--- src/rtl/cyclic_encoder_7_4_pkg.sv ---
`default_nettype none
// ============================================================================
// cyclic_encoder_7_4_pkg : shared constants and state encoding, (7,4) encoder
// Revision: 1.0
// ============================================================================
package cyclic_encoder_7_4_pkg;
    localparam int N = 7;
    localparam int K = 4;
    localparam logic [2:0] DEFAULT_GEN = 3'b011;

    typedef enum logic [1:0] {
        ST_IDLE = 2'd0,
        ST_MSG  = 2'd1,
        ST_PAR  = 2'd2
    } state_t;
endpackage
`default_nettype wire

--- src/rtl/cyclic_encoder_7_4_lfsr.sv ---
`default_nettype none
// ============================================================================
// parity_lfsr_3 : 3-bit division LFSR; absorbs message bits, then shifts out
// Revision: 1.0
// ============================================================================
module parity_lfsr_3 (
    input  logic       clk,
    input  logic       reset,
    input  logic       clear,
    input  logic       shift_in_en,
    input  logic       shift_out_en,
    input  logic       din,
    input  logic [2:0] gen,
    output logic       dout
);
    logic [2:0] par_q;
    logic       fb;

    assign fb   = din ^ par_q[2];
    assign dout = par_q[2];

    always_ff @(posedge clk) begin
        if (!reset || clear) begin
            par_q <= '0;
        end else if (shift_in_en) begin
            par_q <= {par_q[1] ^ (gen[2] & fb),
                      par_q[0] ^ (gen[1] & fb),
                      gen[0] & fb};
        end else if (shift_out_en) begin
            // remainder leaves MSB first; no feedback once the message is consumed
            par_q <= {par_q[1:0], 1'b0};
        end
    end
endmodule
`default_nettype wire

--- src/rtl/cyclic_encoder_7_4.sv ---
`default_nettype none
// ============================================================================
// cyclic_encoder_7_4 : systematic serial (7,4) cyclic encoder, c6 first
// Revision: 1.0
// ============================================================================
module cyclic_encoder_7_4
    import cyclic_encoder_7_4_pkg::*;
#(
    parameter logic [2:0] GEN = DEFAULT_GEN
) (
    input  logic       clk,
    input  logic       reset,
    input  logic       start,
    input  logic [3:0] msg_in,
    output logic       code_bit,
    output logic       code_valid,
    output logic       busy,
    output logic       done,
    output logic [6:0] codeword
);
    localparam logic [2:0] LAST_MSG = 3'(K - 1);
    localparam logic [2:0] LAST_BIT = 3'(N - 1);

    state_t     state_q;
    logic [2:0] cnt_q;
    logic [3:0] msg_q;
    logic       valid_q;
    logic       done_q;
    logic [5:0] hist_q;
    logic [6:0] codeword_q;

    logic       last_bit;
    logic       accept;
    logic [1:0] msg_idx;
    logic       lfsr_dout;

    assign last_bit = (state_q == ST_PAR) && (cnt_q == LAST_BIT);
    assign accept   = start && ((state_q == ST_IDLE) || last_bit);
    assign msg_idx  = 2'd3 - cnt_q[1:0];

    parity_lfsr_3 u_lfsr (
        .clk          (clk),
        .reset        (reset),
        .clear        (accept),
        .shift_in_en  (state_q == ST_MSG),
        .shift_out_en (state_q == ST_PAR),
        .din          (msg_q[msg_idx]),
        .gen          (GEN),
        .dout         (lfsr_dout)
    );

    always_comb begin
        code_bit = 1'b0;
        case (state_q)
            ST_MSG:  code_bit = msg_q[msg_idx];
            ST_PAR:  code_bit = lfsr_dout;
            default: code_bit = 1'b0;
        endcase
    end

    always_ff @(posedge clk) begin
        if (!reset) begin
            state_q    <= ST_IDLE;
            cnt_q      <= '0;
            msg_q      <= '0;
            valid_q    <= 1'b0;
            done_q     <= 1'b0;
            hist_q     <= '0;
            codeword_q <= '0;
        end else begin
            done_q <= 1'b0;
            if (valid_q) begin
                hist_q <= {hist_q[4:0], code_bit};
            end
            // hist_q holds c6..c1 while c0 is on the line
            if (done_q) begin
                codeword_q <= {hist_q, code_bit};
            end
            case (state_q)
                ST_IDLE: begin
                    if (accept) begin
                        msg_q   <= msg_in;
                        cnt_q   <= '0;
                        valid_q <= 1'b1;
                        state_q <= ST_MSG;
                    end
                end
                ST_MSG: begin
                    cnt_q <= cnt_q + 3'd1;
                    if (cnt_q == LAST_MSG) begin
                        state_q <= ST_PAR;
                    end
                end
                ST_PAR: begin
                    if (last_bit) begin
                        cnt_q <= '0;
                        if (accept) begin
                            msg_q   <= msg_in;
                            state_q <= ST_MSG;
                        end else begin
                            valid_q <= 1'b0;
                            state_q <= ST_IDLE;
                        end
                    end else begin
                        cnt_q  <= cnt_q + 3'd1;
                        done_q <= (cnt_q == LAST_BIT - 3'd1);
                    end
                end
                default: begin
                    state_q <= ST_IDLE;
                    valid_q <= 1'b0;
                end
            endcase
        end
    end

    assign code_valid = valid_q;
    assign busy       = valid_q;
    assign done       = done_q;
    assign codeword   = codeword_q;
endmodule
`default_nettype wire

--- config.mk ---
export PLATFORM = sky130hd
export DESIGN_NAME = cyclic_encoder_7_4
export DESIGN_NICKNAME = d
export VERILOG_FILES = /design/src/rtl/cyclic_encoder_7_4_pkg.sv /design/src/rtl/cyclic_encoder_7_4_lfsr.sv /design/src/rtl/cyclic_encoder_7_4.sv
export SDC_FILE = /design/constraint.sdc
export NUM_CORES = 1
export LEC_CHECK = 0
export CELL_PAD_IN_SITES_DETAIL_PLACEMENT = 1
export CELL_PAD_IN_SITES_GLOBAL_PLACEMENT = 1
export CORE_ASPECT_RATIO = 1.75
export CORE_MARGIN = 10
export CORE_UTILIZATION = 41
export DETAILED_ROUTE_END_ITERATION = 6
export GPL_ROUTABILITY_DRIVEN = 0
export HOLD_SLACK_MARGIN = 0.08
export MAX_ROUTING_LAYER = met4
export PLACE_DENSITY = 0.85
export REMOVE_ABC_BUFFERS = 1
export SYNTH_ARGS = -nofsm -noshare
export SYNTH_HDL_FRONTEND = slang
export SYNTH_SLANG_ARGS = --single-unit
--- constraint.sdc ---
create_clock -name clk -period 2.3 [get_ports clk]
set_clock_uncertainty 0.2 [all_clocks]
set_input_delay 0.23 -clock clk [delete_from_list [all_inputs] [get_ports clk]]
set_output_delay 0.23 -clock clk [all_outputs]
set_load 0.02 [all_outputs]
==> results_tabular.tex <==
\begin{tabular}{lr}
\hline
Metric & Value \\
\hline
\multicolumn{2}{l}{\textbf{Status}} \\
\quad Status & completed \\
\multicolumn{2}{l}{\textbf{Global routing}} \\
\quad Remaining Overflow, GRT & 0 \\
\quad Via count of the first global-routing pass & about 1,300 \\
\quad First-pass GRT wire length & roughly 5800 µm \\
\quad Initial antenna violation count & 0 \\
\quad Overall routing resource usage & 0.119 \\
\quad Maximum number of pins on one net before global-route repair & 27 \\
\multicolumn{2}{l}{\textbf{Power and ir drop}} \\
\quad Worst VDD drop & 0.323 mV \\
\quad Leakage & 0.632 nW \\
\quad Ratio of total power to cell area & 594 nW/µm² \\
\multicolumn{2}{l}{\textbf{Synth}} \\
\quad Synth Instances & 140 \\
\quad Syn Std Cell Area & about 1400 µm² \\
\quad Yosys synthesis warning count & 0 \\
\quad Mean instance size in the synthesized netlist & 9.75 µm² \\
\quad Most instantiated flip-flop cell in the synthesis netlist & dfxtp\_1 \\
\quad Part of the Yosys area used for sequential elements & 0.396 \\
\quad Share of synthesized registers carrying an async set or reset & 0 \\
\quad Number of distinct library cells after synthesis & 34 \\
\quad EDFF count, synth & 0 \\
\quad Number of synthesized register bits & 27 \\
\multicolumn{2}{l}{\textbf{Die}} \\
\quad Die outline width & 63.6 µm \\
\quad Starting density of the core & 0.430 \\
\quad Placement Rows & 27 \\
\quad DIE AREA & 6130 µm² \\
\quad Number of ports placed on the die boundary & 18 \\
\quad Chip Height & 96.3 µm \\
\quad Core area & 3180 µm² \\
\multicolumn{2}{l}{\textbf{Final layout}} \\
\quad Final cell utilization of the core & 0.522 \\
\quad Summed area of non-filler cells in the final layout & 1660 µm² \\
\quad Fraction of layout cells with a size suffix above 1 & 0.123 \\
\quad Area grow syn2layout & 21.5\% \\
\quad Number of nets in the layout & 179 \\
\quad Filler cells & $\sim$380 \\
\quad Count of antenna diodes in the layout & 0 \\
\multicolumn{2}{l}{\textbf{Clock network}} \\
\quad Number of buffers inserted by hold repair at cts & 0 \\
\quad H-tree lvl count & 1 \\
\quad Root Driver & clkbuf\_8 \\
\quad Number of buffers created by CTS & 3 \\
\quad CTS tree & done \\
\quad Clock Tree Buf Depth & 2 \\
\quad Clock input transition at the sequential cells of the worst setup and hold paths & around 90 ps \\
\quad Clk sinks & 27 \\
\quad Clk\_lat worst skew & a little under 300 ps \\
\multicolumn{2}{l}{\textbf{Worst setup path}} \\
\quad Largest driver fanout on the critical path & 3 \\
\quad Worst Path Required & between 1500 and 2000 ps \\
\quad Arrival time of data at the critical path endpoint & 1660 ps \\
\quad Worst path cell trace & mux4\_2 -> a22o\_1 -> nand2\_1 -> inv\_1 -> clkbuf\_2 \\
\quad Source of the worst register-to-register timing path & state\_q[1] \\
\quad CP endpoint kind & primary output \\
\quad Launching instance or port of the critical path & cnt\_q[1] \\
\quad Highest cell delay on the worst timing path & just over 500 ps \\
\quad Worst Setup Start Kind & flip-flop \\
\quad Path type of the worst setup path & reg2out \\
\quad Slowest CP cell & mux4\_2 \\
\multicolumn{2}{l}{\textbf{Routing}} \\
\quad Drt drc & 0 \\
\quad Starting DRT DRC Count & 28 \\
\quad Vias after detailed routing & 1,088 \\
\quad Vias per Instance & 5.31 \\
\quad Average wire length per cell after detail routing & roughly 16 µm \\
\quad Routed wire length & 3320 µm \\
\quad Residual antenna-violating net count after detailed routing & 0 \\
\quad Pre-Repair DR Iteration Count & 2 \\
\multicolumn{2}{l}{\textbf{Timing}} \\
\quad Final number of setup-violating endpoints & 0 \\
\quad Actual slew at the worst max-slew pin & roughly 380 ps \\
\quad Slew margin rel. & 0.745 \\
\quad Number of max-slew violations in the final report & 0 \\
\quad Min Tclk post-route & 2090 ps \\
\quad Summed negative setup slack over all endpoints & 0 ps \\
\quad Hold Vio Cnt, Final & 0 \\
\quad Final worst-path cycle share & 0.911 \\
\quad Achievable clock frequency & 477 MHz \\
\quad RSZ-0062 raised after global routing & false \\
\multicolumn{2}{l}{\textbf{Placed design}} \\
\quad Placed Instance Area & between 1500 and 2000 µm² \\
\quad Total half-perimeter wirelength after legalization and detailed placement & 2610 µm \\
\quad I/O Buffers & 17 \\
\multicolumn{2}{l}{\textbf{Min path}} \\
\quad Hold/Removal Path Class & reg2reg \\
\quad Hold Startpoint & codeword[0] \\
\multicolumn{2}{l}{\textbf{Run}} \\
\quad Number of max-cap violations & 0 \\
\hline
\end{tabular}
## path summary, 6_finish.rpt
path                                    end  slack [ps]  cells past startpoint
worst max-delay path               code_bit         210                      5
worst min-delay path            codeword[0]         320                      2
worst max register to register     cnt_q[1]         210                      6
worst min register to register  codeword[0]         320                      2
## metrics by stage
| step | setup slack (ps) | hold slack (ps) | power, W | cells |
|---|---|---|---|---|
| 6_report | 205 | 319 | 0.000985 | 205 |
| 2_1_floorplan | 490 | 158 | 0.000637 | 133 |
| 3_3_place_gp | 189 | 273 | 0.000703 | 201 |
| 4_1_cts | 34.4 | 319 | 0.000984 | 205 |
| 5_1_grt | 86.7 | 357 | 0.00102 | 205 |
| 3_5_place_dp | 70.8 | 302 | 0.000714 | 201 |
## cell type report
class,count,area [µm²],area share
Multi-Input combinational cell,99,766,0.462
Clock buffer,3,41.3,0.0249
Sequential cell,27,542,0.327
Clock inverter,1,5.00,0.00302
Inverter,7,26.3,0.0158
Tap cell,43,53.8,0.0324
Timing Repair Buffer,25,225,0.136
## synth_stat cells, types with 2 or more instances
cell type / n / area (µm²)
mux2i_1: 20 / 200
ha_1: 9 / 113
a211oi_1: 2 / 15.0
nand2_1: 9 / 33.8
a21boi_1: 3 / 22.5
or3_1: 3 / 18.8
dfxtp_1: 27 / 541
nor3_1: 2 / 10.0
nor2b_1: 21 / 131
clkbuf_1: 4 / 15.0
o221a_2: 2 / 22.5
xor2_1: 2 / 17.5
o21ai_1: 2 / 10.0
nor2_1: 5 / 18.8
o21ai_0: 2 / 10.0
inv_1: 7 / 26.3
nand3b_1: 3 / 22.5
## kinds of logic (layout without fill, tap and decap cells)
logic type / count (synthesis) / after routing / synth area share
flip-flops: 27 / 27 / 0.396
AND/OR/NAND/NOR: 47 / 47 / 0.192
multiplexers: 21 / 21 / 0.163
adder cells (fa/ha/maj): 9 / 9 / 0.0825
AO/OA/AOI/OAI: 20 / 20 / 0.110
buffers and inverters: 14 / 36 / 0.0431
XOR/XNOR: 2 / 2 / 0.0128
## power breakdown
group	switching [W]	internal [W]
logic	0.000100	0.000101
clock network	0.000159	0.000122
registers	0.0000184	0.000484
## state kept, by name (all words and copies together), names as in the netlist
register,cells
u_lfsr.par_q,3
msg_q,4
cnt_q,3
busy,1
codeword,7
done,1
hist_q,6
state_q,2
## cells in the final DEF, fill, tap and decap left out, types with 2 or more instances in the layout
master            n
mux2i_1          20
a211oi_1          2
nand2_1           9
a21boi_1          3
o21ai_1           2
nand3b_1          3
nor3_1            2
or3_1             3
o221a_2           2
dfxtp_1          26
xor2_1            2
o21ai_0           2
clkdlybuf4s50_1  16
clkbuf_8          3
buf_4             8
inv_1             7
nor2_1            5
ha_1              9
nor2b_1          21
## metal layers
metal,share of wire,global-route usage
met5,0,-
met2,0.59,0.242
met4,0.026,0.0495
met3,0.038,0.0244
met1,0.35,0.100
## timing repair
| item | 4_1_cts | 5_1_grt |
|---|---|---|
| hold endpoints to repair | 0 | 0 |
| buffers inserted | 0 | 0 |
| gates resized for setup | 2 | 2 |
| endpoints found under the setup margin | 1 | 1 |
## critical path: cells and delay by family (launching register included)
family,cells,cell delay [ps]
buf+inv,2,210
simple gates,1,100
compound gates,1,190
flops,1,360
mux,1,510
Note: power is estimated with default switching activity, not from simulation.
